--- src/rtl/mem_access_stage.sv ---
// mem_access_stage: memory stage between execute and writeback.
// Drives an SRAM-like data bus (req / addr_ok / data_ok), checks alignment,
// and returns extended load data plus address-error flags to writeback.
// Optional feature macro: MEM_UNALIGNED_LWLR_EN enables LWL/LWR/SWL/SWR (ops 9-12).
// Handshake: a transfer happens on a rising edge where valid and ready are both 1;
// once valid is raised it and its payload stay stable until that edge.
module mem_access_stage #(
    parameter int KSEG_STRIP = 1
) (
    input  logic        clk,
    input  logic        resetn,
    input  logic        in_valid,
    output logic        in_ready,
    input  logic [3:0]  in_op,
    input  logic [31:0] in_addr,
    input  logic [31:0] in_wdata,
    input  logic [31:0] in_rt_old,
    output logic        out_valid,
    input  logic        out_ready,
    output logic [31:0] out_rdata,
    output logic        out_ex_adel,
    output logic        out_ex_ades,
    output logic [31:0] out_badvaddr,
    output logic        data_req,
    output logic        data_wr,
    output logic [1:0]  data_size,
    output logic [31:0] data_addr,
    output logic [3:0]  data_wstrb,
    output logic [31:0] data_wdata,
    input  logic        data_addr_ok,
    input  logic [31:0] data_rdata,
    input  logic        data_data_ok,
    output logic [1:0]  o_dbg_state
);

    typedef enum logic [1:0] {S_IDLE = 2'd0, S_REQ = 2'd1, S_WAIT = 2'd2, S_DONE = 2'd3} state_t;

    localparam logic [3:0] OP_LB  = 4'd1;
    localparam logic [3:0] OP_LBU = 4'd2;
    localparam logic [3:0] OP_LH  = 4'd3;
    localparam logic [3:0] OP_LHU = 4'd4;
    localparam logic [3:0] OP_LW  = 4'd5;
    localparam logic [3:0] OP_SB  = 4'd6;
    localparam logic [3:0] OP_SH  = 4'd7;
    localparam logic [3:0] OP_SW  = 4'd8;
`ifdef MEM_UNALIGNED_LWLR_EN
    localparam logic [3:0] OP_LWL = 4'd9;
    localparam logic [3:0] OP_LWR = 4'd10;
    localparam logic [3:0] OP_SWL = 4'd11;
    localparam logic [3:0] OP_SWR = 4'd12;
`endif

    state_t      r_state, w_state_nxt;
    logic        r_in_ready, w_in_ready_nxt;
    logic        r_out_valid, w_out_valid_nxt;
    logic [31:0] r_out_rdata, w_out_rdata_nxt;
    logic        r_adel, w_adel_nxt;
    logic        r_ades, w_ades_nxt;
    logic [31:0] r_badv, w_badv_nxt;
    logic        r_req, w_req_nxt;
    logic        r_wr, w_wr_nxt;
    logic [1:0]  r_size, w_size_nxt;
    logic [31:0] r_daddr, w_daddr_nxt;
    logic [3:0]  r_wstrb, w_wstrb_nxt;
    logic [31:0] r_wdata, w_wdata_nxt;
    logic [3:0]  r_op, w_op_nxt;
    logic [1:0]  r_lane, w_lane_nxt;
    logic [31:0] r_rt_old, w_rt_old_nxt;

    logic        w_acc_load, w_acc_store, w_acc_unal, w_misaligned;
    logic [1:0]  w_acc_size;
    logic [3:0]  w_st_strb;
    logic [31:0] w_st_wdata, w_addr_al, w_bus_addr, w_load_result;
    logic [7:0]  w_byte;
    logic [15:0] w_half;
    logic [1:0]  w_in_lane;

    assign w_in_lane = in_addr[1:0];

    // Classify the incoming op: direction, access size, and whether it is an unaligned-merge op.
    always_comb begin
        w_acc_load  = 1'b0;
        w_acc_store = 1'b0;
        w_acc_unal  = 1'b0;
        w_acc_size  = 2'd0;
        case (in_op)
            OP_LB, OP_LBU: begin w_acc_load = 1'b1; w_acc_size = 2'd0; end
            OP_LH, OP_LHU: begin w_acc_load = 1'b1; w_acc_size = 2'd1; end
            OP_LW:         begin w_acc_load = 1'b1; w_acc_size = 2'd2; end
            OP_SB:         begin w_acc_store = 1'b1; w_acc_size = 2'd0; end
            OP_SH:         begin w_acc_store = 1'b1; w_acc_size = 2'd1; end
            OP_SW:         begin w_acc_store = 1'b1; w_acc_size = 2'd2; end
`ifdef MEM_UNALIGNED_LWLR_EN
            OP_LWL, OP_LWR: begin w_acc_load = 1'b1; w_acc_unal = 1'b1; w_acc_size = 2'd2; end
            OP_SWL, OP_SWR: begin w_acc_store = 1'b1; w_acc_unal = 1'b1; w_acc_size = 2'd2; end
`endif
            default: ;
        endcase
    end

    assign w_misaligned = !w_acc_unal &&
                          (((w_acc_size == 2'd1) && in_addr[0]) ||
                           ((w_acc_size == 2'd2) && (in_addr[1:0] != 2'b00)));
    // Merge ops always address the containing word.
    assign w_addr_al  = w_acc_unal ? {in_addr[31:2], 2'b00} : in_addr;
    assign w_bus_addr = (KSEG_STRIP != 0) ? {3'b000, w_addr_al[28:0]} : w_addr_al;

    // Byte-lane strobe and lane-replicated/shifted store data for the incoming op.
    always_comb begin
        w_st_strb  = 4'b0000;
        w_st_wdata = 32'h0;
        case (in_op)
            OP_SB: begin w_st_strb = 4'b0001 << w_in_lane; w_st_wdata = {4{in_wdata[7:0]}}; end
            OP_SH: begin w_st_strb = w_in_lane[1] ? 4'b1100 : 4'b0011; w_st_wdata = {2{in_wdata[15:0]}}; end
            OP_SW: begin w_st_strb = 4'b1111; w_st_wdata = in_wdata; end
`ifdef MEM_UNALIGNED_LWLR_EN
            // ~lane equals 3-lane for a two-bit lane.
            OP_SWL: begin w_st_strb = 4'b1111 >> (~w_in_lane); w_st_wdata = in_wdata >> {~w_in_lane, 3'b000}; end
            OP_SWR: begin w_st_strb = 4'b1111 << w_in_lane; w_st_wdata = in_wdata << {w_in_lane, 3'b000}; end
`endif
            default: ;
        endcase
    end

    assign w_byte = data_rdata[{r_lane, 3'b000} +: 8];
    assign w_half = r_lane[1] ? data_rdata[31:16] : data_rdata[15:0];

    // Extend or merge the returned bus word according to the latched op; stores yield 0.
    always_comb begin
        w_load_result = 32'h0;
        case (r_op)
            OP_LB:  w_load_result = {{24{w_byte[7]}}, w_byte};
            OP_LBU: w_load_result = {24'h0, w_byte};
            OP_LH:  w_load_result = {{16{w_half[15]}}, w_half};
            OP_LHU: w_load_result = {16'h0, w_half};
            OP_LW:  w_load_result = data_rdata;
`ifdef MEM_UNALIGNED_LWLR_EN
            OP_LWL: w_load_result = (data_rdata << {~r_lane, 3'b000}) |
                                    (r_rt_old & ~(32'hFFFF_FFFF << {~r_lane, 3'b000}));
            OP_LWR: w_load_result = (data_rdata >> {r_lane, 3'b000}) |
                                    (r_rt_old & ~(32'hFFFF_FFFF >> {r_lane, 3'b000}));
`endif
            default: ;
        endcase
    end

`ifndef MEM_UNALIGNED_LWLR_EN
    // Old rt value only feeds the merge ops.
    logic w_unused_rt;
    assign w_unused_rt = ^r_rt_old;
`endif

    // Next state and next values of every registered output.
    always_comb begin
        w_state_nxt     = r_state;
        w_in_ready_nxt  = r_in_ready;
        w_out_valid_nxt = r_out_valid;
        w_out_rdata_nxt = r_out_rdata;
        w_adel_nxt      = r_adel;
        w_ades_nxt      = r_ades;
        w_badv_nxt      = r_badv;
        w_req_nxt       = r_req;
        w_wr_nxt        = r_wr;
        w_size_nxt      = r_size;
        w_daddr_nxt     = r_daddr;
        w_wstrb_nxt     = r_wstrb;
        w_wdata_nxt     = r_wdata;
        w_op_nxt        = r_op;
        w_lane_nxt      = r_lane;
        w_rt_old_nxt    = r_rt_old;
        case (r_state)
            S_IDLE: begin
                if (in_valid && r_in_ready) begin
                    w_in_ready_nxt  = 1'b0;
                    w_op_nxt        = in_op;
                    w_lane_nxt      = w_in_lane;
                    w_rt_old_nxt    = in_rt_old;
                    w_out_rdata_nxt = 32'h0;
                    w_adel_nxt      = 1'b0;
                    w_ades_nxt      = 1'b0;
                    w_badv_nxt      = 32'h0;
                    if (!w_acc_load && !w_acc_store) begin
                        w_state_nxt     = S_DONE;
                        w_out_valid_nxt = 1'b1;
                    end else if (w_misaligned) begin
                        w_state_nxt     = S_DONE;
                        w_out_valid_nxt = 1'b1;
                        w_adel_nxt      = w_acc_load;
                        w_ades_nxt      = w_acc_store;
                        w_badv_nxt      = in_addr;
                    end else begin
                        w_state_nxt = S_REQ;
                        w_req_nxt   = 1'b1;
                        w_wr_nxt    = w_acc_store;
                        w_size_nxt  = w_acc_size;
                        w_daddr_nxt = w_bus_addr;
                        w_wstrb_nxt = w_acc_store ? w_st_strb : 4'b0000;
                        w_wdata_nxt = w_acc_store ? w_st_wdata : 32'h0;
                    end
                end
            end
            S_REQ: begin
                if (data_addr_ok) begin
                    w_req_nxt   = 1'b0;
                    w_wr_nxt    = 1'b0;
                    w_size_nxt  = 2'd0;
                    w_daddr_nxt = 32'h0;
                    w_wstrb_nxt = 4'b0000;
                    w_wdata_nxt = 32'h0;
                    if (data_data_ok) begin
                        w_state_nxt     = S_DONE;
                        w_out_valid_nxt = 1'b1;
                        w_out_rdata_nxt = w_load_result;
                    end else begin
                        w_state_nxt = S_WAIT;
                    end
                end
            end
            S_WAIT: begin
                if (data_data_ok) begin
                    w_state_nxt     = S_DONE;
                    w_out_valid_nxt = 1'b1;
                    w_out_rdata_nxt = w_load_result;
                end
            end
            S_DONE: begin
                if (out_ready) begin
                    w_state_nxt     = S_IDLE;
                    w_out_valid_nxt = 1'b0;
                    w_in_ready_nxt  = 1'b1;
                    w_out_rdata_nxt = 32'h0;
                    w_adel_nxt      = 1'b0;
                    w_ades_nxt      = 1'b0;
                    w_badv_nxt      = 32'h0;
                end
            end
            default: w_state_nxt = S_IDLE;
        endcase
    end

    // State and output registers with synchronous active-low reset.
    always_ff @(posedge clk) begin
        if (!resetn) begin
            r_state     <= S_IDLE;
            r_in_ready  <= 1'b1;
            r_out_valid <= 1'b0;
            r_out_rdata <= 32'h0;
            r_adel      <= 1'b0;
            r_ades      <= 1'b0;
            r_badv      <= 32'h0;
            r_req       <= 1'b0;
            r_wr        <= 1'b0;
            r_size      <= 2'd0;
            r_daddr     <= 32'h0;
            r_wstrb     <= 4'b0000;
            r_wdata     <= 32'h0;
            r_op        <= 4'd0;
            r_lane      <= 2'd0;
            r_rt_old    <= 32'h0;
        end else begin
            r_state     <= w_state_nxt;
            r_in_ready  <= w_in_ready_nxt;
            r_out_valid <= w_out_valid_nxt;
            r_out_rdata <= w_out_rdata_nxt;
            r_adel      <= w_adel_nxt;
            r_ades      <= w_ades_nxt;
            r_badv      <= w_badv_nxt;
            r_req       <= w_req_nxt;
            r_wr        <= w_wr_nxt;
            r_size      <= w_size_nxt;
            r_daddr     <= w_daddr_nxt;
            r_wstrb     <= w_wstrb_nxt;
            r_wdata     <= w_wdata_nxt;
            r_op        <= w_op_nxt;
            r_lane      <= w_lane_nxt;
            r_rt_old    <= w_rt_old_nxt;
        end
    end

    assign in_ready     = r_in_ready;
    assign out_valid    = r_out_valid;
    assign out_rdata    = r_out_rdata;
    assign out_ex_adel  = r_adel;
    assign out_ex_ades  = r_ades;
    assign out_badvaddr = r_badv;
    assign data_req     = r_req;
    assign data_wr      = r_wr;
    assign data_size    = r_size;
    assign data_addr    = r_daddr;
    assign data_wstrb   = r_wstrb;
    assign data_wdata   = r_wdata;
    assign o_dbg_state  = r_state;

endmodule

--- config.mk ---
export PLATFORM = sky130hd
export DESIGN_NAME = mem_access_stage
export DESIGN_NICKNAME = d
export VERILOG_FILES = /design/src/rtl/mem_access_stage.sv
export SDC_FILE = /design/constraint.sdc
export NUM_CORES = 1
export LEC_CHECK = 0
export CAP_MARGIN = 40
export CORE_MARGIN = 10
export CORE_UTILIZATION = 46
export DETAILED_ROUTE_END_ITERATION = 10
export PLACE_DENSITY = 0.83
export SYNTH_ARGS = -nofsm -noshare
export SYNTH_HDL_FRONTEND = slang
export SYNTH_SLANG_ARGS = --single-unit
--- constraint.sdc ---
create_clock -name clk -period 5.37 [get_ports clk]
set_input_delay 1.074 -clock clk [delete_from_list [all_inputs] [get_ports clk]]
set_output_delay 1.074 -clock clk [all_outputs]
set_load 0.03 [all_outputs]
# == Word-level counts from Yosys, hierarchy flattened ==
# Index checks and enable logic that the tools add are counted.
# word_totals
reg_bits,148
# classes
eq_ne,25
n_shift,2
mux,73
reduce_logical,21
# ops
op,count
32-bit two-way mux,15
32-bit case mux with 2 select lines,3
32-bit case mux with 5 select lines,1
32-bit case mux with 4 select lines,1
32-bit case mux with 3 select lines,1
32-bit by 6-bit indexed part select with 8-bit output,1
"4-bit by 3-bit == test with 1-bit output, second input constant",6
1-bit two-way mux,24
4-bit two-way mux,6
2-bit two-way mux,10
"4-bit by 2-bit == test with 1-bit output, second input constant",4
16-bit two-way mux,1
"2-bit != test, second input constant",6
4-bit case mux with 3 select lines,1
1-bit case mux with 2 select lines,5
"4-bit by 1-bit == test with 1-bit output, second input constant",2
2-bit case mux with 2 select lines,2
2-bit case mux with 4 select lines,1
4-bit case mux with 2 select lines,1
4-bit AND reduction,2
"2-bit == test, second input constant",3
3-bit AND reduction,2
2-bit nonzero test,3
3-bit OR reduction,2
13 further kinds,18

# == Logic depth before layout (Yosys ltp) ==
# Gate-level depths: netlist of run 1.
# depth
ltp_word,10
mapped_depth,10

# == Least setup slack after synthesis of run 1 ==
# Ideal clock, no wire load.
# synth_path
kind,in2reg
start,input port in_op[1]
end,"register r_size[1], in the netlist data_size[1]"
setup_time_ns,0.072
arrival_time_ns,2.763
setup_slack_ns,2.535
stages,7
n_path_buf,2
path_cell_list,buf_2 nor4b_4 a32oi_1 and3_4 buf_2 or4_1 a21oi_1
# synth_between
elab_chain_cells,8
elab_cells_between_ends,30
# synth_rtl
item,line,rtl
from (decl),14,"input logic [3:0] in_op,"
4-bit by 3-bit == test with 1-bit output (tied with other cells),86,case (in_op)
3-bit OR reduction (no source line) or 2-bit OR reduction (tied branches),--,
2-bit case mux with 2 select lines,86,
2-bit by 1-bit == test with 1-bit output or 2-bit == test (tied branches),"102, 103",
1-bit logical AND (on tied branches),"102, 103",
1-bit logical OR,102,(((w_acc_size == 2'd1) && in_addr[0]) ||
2-bit != test (no source line),--,
5-bit AND reduction (no source line),--,
to (signal assigned),270,r_size <= w_size_nxt;
to (decl),62,"logic [1:0] r_size, w_size_nxt;"
# Parallel ways exist; a longest one is shown, timed or not. The select of a mux whose other input is x is not followed.
# A chain may end at the register's enable or synchronous reset.

# == Final worst setup path of run 1 ==
# layout_path
start,input port in_op[1]
end,"register r_wdata[1], in the netlist data_wdata[1]"
# layout_between
elab_chain_cells,8
elab_cells_between_ends,32
# layout_rtl
item,line,rtl
4-bit by 3-bit == test with 1-bit output (tied with other cells),"86, 112",
3-bit OR reduction (no source line) or 2-bit OR reduction (tied branches),--,
2-bit case mux with 2 select lines or 1-bit two-way mux (tied branches),86,
2-bit by 1-bit == test with 1-bit output (tied with other cells),102,
1-bit logical AND (tied with other cells),102,
1-bit logical OR or 32-bit two-way mux (tied branches),"102, 182",
2-bit != test (no source line) or 32-bit two-way mux (tied branches),--,
5-bit AND reduction (no source line) or 32-bit case mux with 2 select lines (tied branches),--,
to (signal assigned),273,r_wdata <= w_wdata_nxt;
to (decl),65,"logic [31:0] r_wdata, w_wdata_nxt;"
# Parallel ways exist; a longest one is shown, timed or not. The select of a mux whose other input is x is not followed.

==> results of run 1 <==
Yosys cell counts, types with 5 or more instances:
library cell	number	area [sq um]
sky130_fd_sc_hd__nand2_1	97	364.1
sky130_fd_sc_hd__nor3_1	6	30.03
sky130_fd_sc_hd__o21ai_0	55	275.3
sky130_fd_sc_hd__buf_2	10	50.05
sky130_fd_sc_hd__ha_1	5	62.56
sky130_fd_sc_hd__nor2_1	26	97.59
sky130_fd_sc_hd__mux2_2	17	191.4
sky130_fd_sc_hd__a21oi_1	63	315.3
sky130_fd_sc_hd__a22o_1	47	411.6
sky130_fd_sc_hd__a221oi_1	10	87.58
sky130_fd_sc_hd__inv_1	14	52.55
sky130_fd_sc_hd__nand4_1	18	112.6
sky130_fd_sc_hd__a32o_1	11	110.1
sky130_fd_sc_hd__nand3_1	36	180.2
sky130_fd_sc_hd__a31oi_1	8	50.05
sky130_fd_sc_hd__a22oi_1	30	225.2
sky130_fd_sc_hd__mux2i_1	16	160.2
sky130_fd_sc_hd__a211oi_1	10	75.07
sky130_fd_sc_hd__dfxtp_1	145	2903
sky130_fd_sc_hd__clkbuf_1	50	187.7
sky130_fd_sc_hd__o22ai_1	9	56.30
sky130_fd_sc_hd__a21o_1	17	127.6
how the worst min path moves through the flow:
stage	to	slack [ns]	depth (start not counted)
final	out_rdata[18]	0.45	2
after global routing	out_rdata[25]	0.48	2
after CTS	out_rdata[18]	0.46	2
after detailed placement	out_rdata[23]	0.44	2
after global placement	out_rdata[29]	0.44	2
after floorplan	r_op[3]	0.54	2
routing by layer:
metal / global-route usage [%] / vias to the layer above / share of wire, % / wire (um)
met5: 0 / - / 0 / 0
met4: 7.633 / 0 / 2.4 / 561
met3: 8.472 / 34 / 8.6 / 2039
met2: 38.94 / 268 / 50 / 11770
met1: 25.85 / 3179 / 39 / 9213
li1: - / 3196 / - / -
worst register-to-register path, stage by stage, from the launching register on:
cell	delay [ns]
sky130_fd_sc_hd__dfxtp_1	0.40
sky130_fd_sc_hd__inv_1	0.13
sky130_fd_sc_hd__ha_1	0.49
sky130_fd_sc_hd__a21oi_1	0.38
sky130_fd_sc_hd__o21ai_1	0.11
sky130_fd_sc_hd__buf_4	0.25
sky130_fd_sc_hd__nor2_1	0.67
sky130_fd_sc_hd__buf_4	0.32
sky130_fd_sc_hd__o21ai_0	0.11
final cells by class:
cell class | count | area [sq um]
fillers | 1113 | 4248
multi-input cells | 524 | 3312
flip-flops and latches | 145 | 2903
repair buffers | 261 | 2565
clock buffers | 19 | 442.9
well taps | 180 | 225.2
clock inverters | 13 | 182.7
inverters | 15 | 56.30
logic make-up after synthesis:
kind of cell	after synthesis	share of synthesized area, %
multiplexers	33	5.358
other	1	0.05715
adder cells (fa/ha/maj)	5	0.9535
AO/OA/AOI/OAI	272	27.97
XOR/XNOR	1	0.1335
buffers and inverters	84	5.625
flip-flops	145	44.24
AND/OR/NAND/NOR	210	15.66
registers in the layout (all words and copies together), names as in the netlist:
signal        cells
out_badvaddr     32
data_addr        29
data_wdata       32
out_valid         1
out_rdata        32
data_size         2
in_ready          1
out_ex_adel       1
data_wstrb        4
r_op              4
data_req          1
o_dbg_state       2
data_wr           1
r_lane            2
out_ex_ades       1
report_power, final:
group / switching (mW) / internal, mW
clock network: 0.470 / 0.790
logic: 1.04 / 0.562
registers: 0.0985 / 1.21
cell usage in the layout, fill, tap and decap left out, types with 3 or more instances in the layout:
cell type,synthesis,routed
sky130_fd_sc_hd__a221oi_1,10,10
sky130_fd_sc_hd__ha_1,5,5
sky130_fd_sc_hd__clkdlybuf4s50_1,0,244
sky130_fd_sc_hd__inv_1,14,14
sky130_fd_sc_hd__clkinv_2,0,4
sky130_fd_sc_hd__nand2_1,97,97
sky130_fd_sc_hd__mux2i_1,16,16
sky130_fd_sc_hd__a32o_1,11,11
sky130_fd_sc_hd__a22oi_1,30,30
sky130_fd_sc_hd__dfxtp_1,145,145
sky130_fd_sc_hd__o21ai_0,55,55
sky130_fd_sc_hd__nor2b_1,3,3
sky130_fd_sc_hd__nor3b_1,3,3
sky130_fd_sc_hd__a31oi_1,8,8
sky130_fd_sc_hd__nand2b_1,3,3
sky130_fd_sc_hd__a21oi_1,63,63
sky130_fd_sc_hd__o22ai_1,9,9
sky130_fd_sc_hd__mux2_2,17,17
sky130_fd_sc_hd__buf_4,3,15
sky130_fd_sc_hd__nand4_1,18,18
sky130_fd_sc_hd__a21o_1,17,17
sky130_fd_sc_hd__nor2_1,26,24
sky130_fd_sc_hd__a211oi_1,10,10
sky130_fd_sc_hd__nand3_1,36,35
sky130_fd_sc_hd__nor3_1,6,6
sky130_fd_sc_hd__conb_1,1,3
sky130_fd_sc_hd__bufinv_16,0,4
sky130_fd_sc_hd__a22o_1,47,47
sky130_fd_sc_hd__clkbuf_16,0,17
==> reports/results.md, run 1 <==
Flow run
- max_cap viols: 0

Synth
- count of distinct cell types in the synthesized netlist: 56
- share of synthesized area occupied by flip-flops and latches: 44.24%
- commonest register cell after synthesis: sky130_fd_sc_hd__dfxtp_1
- share of async-settable or async-resettable flops after synthesis: 0%
- Post-synth EDFFs: 0
- Syn Inst Count: 751
- warning count from the yosys run: 0
- synthesized area per cell: 8.737 sq um
- cell area after synthesis: 0.006561 sq mm
- flip-flop and latch count after synthesis: 145

GRT
- vias in the first global route: 6455
- maximum number of pins on one net before global-route repair: 43
- gr ovfl total: 0
- global-route usage over all layers: 22.90%
- global-route wire length before repair: 36100 um
- antenna violations before repair: 0

Final layout
- antenna diode count: 0
- Area Growth Syn to Fin: 47.64%
- post-layout instance area: 0.009687 sq mm
- fraction of final layout cells sized beyond drive strength 1: 8.086%
- layout net count: 1107
- post-layout util: 69.52%
- number of standard cells in the layout, taps in and fillers out: 1157

Pwr
- Static Leakage: 3.433 nW
- worst ir drop on vdd: 0.3582 mV
- power density over the cells: 431.2 mW/mm^2
- Overall Power: 4.177 mW

Place
- instance area at placement: 0.009061 sq mm
- Placed Cells: 1125
- routability congestion estimate: 0.8767
- HPWL after detailed placement: 17040 um
- port buffer count: 244
- setup slack after placement: 1.331 ns

Worst hold path
- startpoint of the tightest hold check path: out_rdata[18]
- HP Class: reg -> reg

Worst setup path
- CP endpoint: data_wdata[1]
- most used cell, CP: sky130_fd_sc_hd__buf_4
- slack of the worst reg-to-reg path: 2.40 ns
- number of logic stages on the critical path including buffering: 8
- crit path DAT: 3.98 ns
- crit-path max FO: 22
- Critical Path, Cell by Cell: clkdlybuf4s50_1 -> nor4b_4 -> buf_4 -> a32oi_1 -> and3_4 -> nor2_1 -> buf_4 -> o21ai_0
- crit path buf inv count: 3
- critical path class: in -> reg
- endpoint class of the critical path: register
- depth of the worst register-to-register path: 8
- worst r2r src: o_dbg_state[0]
- endpoint of the most critical register-to-register path: data_wdata[1]
- required time worst endpoint: 5.68 ns
- largest incremental delay on the critical path: 0.70 ns
- CP max stage cell: sky130_fd_sc_hd__clkdlybuf4s50_1
- cell family with the largest share of critical-path delay: simple AND/OR/NAND/NOR gates
- source of the critical timing path: in_op[1]
- CP Launch Type: primary input

Clock tree
- CTS H-Tree Depth: 4
- cts-stage hold buffer count: 0
- Post-CTS Resized: 0
- TritonCTS clock tree: done
- clock latency on the worst-skew pair: 0.43 ns
- total clock buffers created by CTS: 17
- root cell of the clock tree: sky130_fd_sc_hd__clkbuf_16
- total clock sinks: 145
- post-CTS setup-driven buffer insertion count: 0
- Clk pin slew, worst setup/hold paths: 0.06 ns
- number of buffers on the longest clock path: 2

Detailed routing
- number of DRC markers after the initial detailed-route iteration: 436
- Pre-antenna DRT Iters: 6
- Routed WL: 23580 um
- via count normalized by instance count: 5.771
- DRC violation count after routing: 0
- routed length per instance: 20.38 um
- post-detailed-route count of antenna-violating nets: 0
- Via Count: 6677

Timing
- count of final setup violators: 0
- Worst Max-Slew Pin Slew: 0.9685 ns
- final number of hold-violating endpoints: 0
- highest attainable clock frequency: 272.4 MHz
- relative slew slack: 35.44%
- final period utilization: 68.37%
- final-layout setup total negative slack: 0 ns
- min setup slack post-route: 1.699 ns
- Hold WS: 0.4538 ns
- minimum period implied by the final worst setup slack: 3.671 ns
- max-slew violations: 0
- Setup Skew: 0.01088 ns
- RSZ-0062 raised after global routing: false

Floorplanning
- Core Region: 0.01393 sq mm
- chip width: 139.4 um
- Die H: 139.4 um
- IO Count: 280
- num rows: 43
- initial core utilization: 47.09%
- die area: 0.01944 sq mm

Status
- run status: complete, no violations

No activity file was read; power rests on OpenSTA's default activity.
==> run 2, diff against run 1 <==
Settings changed: CORE_UTILIZATION 46 to 43, PLACE_DENSITY 0.83 to 0.78.
Clock period 5.37 ns to 3.4 ns, I/O delays scaled along.
==> reports/results.md, run 2 (synthesis gave the netlist of run 1 again) <==
Status
- run status: complete, no violations

Final layout
- fraction of final layout cells sized beyond drive strength 1: 8.647%
- most frequent cells in the layout: 244 x sky130_fd_sc_hd__clkdlybuf4s50_1, 145 x sky130_fd_sc_hd__dfxtp_1, 97 x sky130_fd_sc_hd__nand2_1
- most frequent standard cell in the layout excluding fill and tap cells: sky130_fd_sc_hd__clkdlybuf4s50_1
- Area Growth Syn to Fin: 49.28%
- number of filler cells placed in the layout: 1235
- layout net count: 1114

Detailed routing
- number of DRC markers after the initial detailed-route iteration: 369
- routed length per instance: 19.80 um
- via count normalized by instance count: 5.644
- Routed WL: 23210 um
- Pre-antenna DRT Iters: 5
- DRC violation count after routing: 0
- post-detailed-route count of antenna-violating nets: 0
- Via Count: 6615

Timing
- max-slew violations: 0
- RSZ-0062 raised after global routing: false
- min setup slack post-route: 0.6136 ns
- highest attainable clock frequency: 358.9 MHz
- Hold WS: 0.4495 ns
- Setup Skew: 0.006874 ns
- relative slew slack: 39.06%
- minimum period implied by the final worst setup slack: 2.786 ns
- final period utilization: 81.95%
- count of final setup violators: 0
- final-layout setup total negative slack: 0 ns
- final number of hold-violating endpoints: 0
- Worst Max-Slew Pin Slew: 0.9141 ns

Worst setup path
- crit-path max FO: 19
- crit path DAT: 3.05 ns
- Critical Path, Cell by Cell: clkdlybuf4s50_1 -> nor3b_1 -> o21ai_0 -> and2_1 -> o221ai_2 -> nor2_1
- critical path class: in -> reg
- CP max stage cell: sky130_fd_sc_hd__clkdlybuf4s50_1
- cell family with the largest share of critical-path delay: compound AO/OA/AOI/OAI gates
- largest incremental delay on the critical path: 0.80 ns
- CP Launch Type: primary input
- endpoint class of the critical path: register
- required time worst endpoint: 3.66 ns
- crit path buf inv count: 1

Clock tree
- total clock buffers created by CTS: 17
- post-CTS setup-driven buffer insertion count: 0
- number of buffers on the longest clock path: 2
- Post-CTS Resized: 0
- Clk pin slew, worst setup/hold paths: 0.06 ns
- cts-stage hold buffer count: 0
- clock latency on the worst-skew pair: 0.41 ns
- CTS H-Tree Depth: 4
- root cell of the clock tree: sky130_fd_sc_hd__clkbuf_16
- total clock sinks: 145
- TritonCTS clock tree: done

Floorplanning
- chip width: 143.5 um
- initial core utilization: 43.48%
- num rows: 45
- Die H: 143.5 um
- Core Region: 0.01509 sq mm
- IO Count: 280
- die area: 0.02060 sq mm

Pwr
- worst ir drop on vdd: 0.5520 mV
- Static Leakage: 3.465 nW
- power density over the cells: 679.5 mW/mm^2
- Overall Power: 6.655 mW

GRT
- maximum number of pins on one net before global-route repair: 51
- vias in the first global route: 6249
- global-route usage over all layers: 21.31%
- global-route wire length before repair: 34880 um
- gr ovfl total: 0
- antenna violations before repair: 1

Place
- routability congestion estimate: 0.8658
- HPWL after detailed placement: 16920 um
- port buffer count: 244
- setup slack after placement: 0.2308 ns

Worst hold path
- HP Class: reg -> reg

Flow run
- max_cap viols: 0

run 2: per-layer routing:
metal  up-vias  GRT usage (%)  share of wire [%]
li1       3213              -                  -
met1      3153          25.29                 41
met2       222          35.26                 49
met3        27          7.987                7.8
met4         0          5.911                1.8
met5         -              0                  0
run 2: power by group:
part / switching [mW] / leakage [nW] / internal [mW] / total, mW
sequential: 0.150 / 1.17 / 1.92 / 2.07
clock: 0.726 / 0.299 / 1.30 / 2.03
combinational: 1.64 / 1.99 / 0.919 / 2.56
total: 2.52 / 3.47 / 4.14 / 6.66
run 2: metrics by stage:
stage	utilization (%)	instances	cell area, sq um
floorplan	-	753	6569
global placement	60.61	1139	9146
detailed placement	60.65	1140	9151
CTS	64.89	1171	9792
global route	64.89	1171	9792
finish	64.91	1172	9794
run 2: path summary, 6_finish.rpt:
| kind | from | endpoint | slack, ns | cells after the start |
|---|---|---|---|---|
| worst max register to register | o_dbg_state[0] | data_addr[14] | 0.82 | 7 |
| worst min-delay path | out_rdata[25] | out_rdata[25] | 0.45 | 2 |
| worst min register to register | out_rdata[25] | out_rdata[25] | 0.45 | 2 |
| worst max-delay path | in_op[2] | data_req | 0.61 | 6 |
run 2: tightest hold or removal path, stage by stage, from the launching register on:
cell and delay, ns:
sky130_fd_sc_hd__dfxtp_1 0.31, sky130_fd_sc_hd__nand2_1 0.05, sky130_fd_sc_hd__a21oi_1 0.05
run 2: cell type report:
cell class	count	area [sq um]	share of cell area, %
multi-input combinational	524	3312	33.81
sequential	145	2903	29.64
timing repair buffer	268	2645	27.01
clock buffer	18	429.2	4.382
tap	188	235.2	2.402
clock inverter	13	211.5	2.159
inverter	15	56.30	0.5749
antenna	1	2.502	0.02555
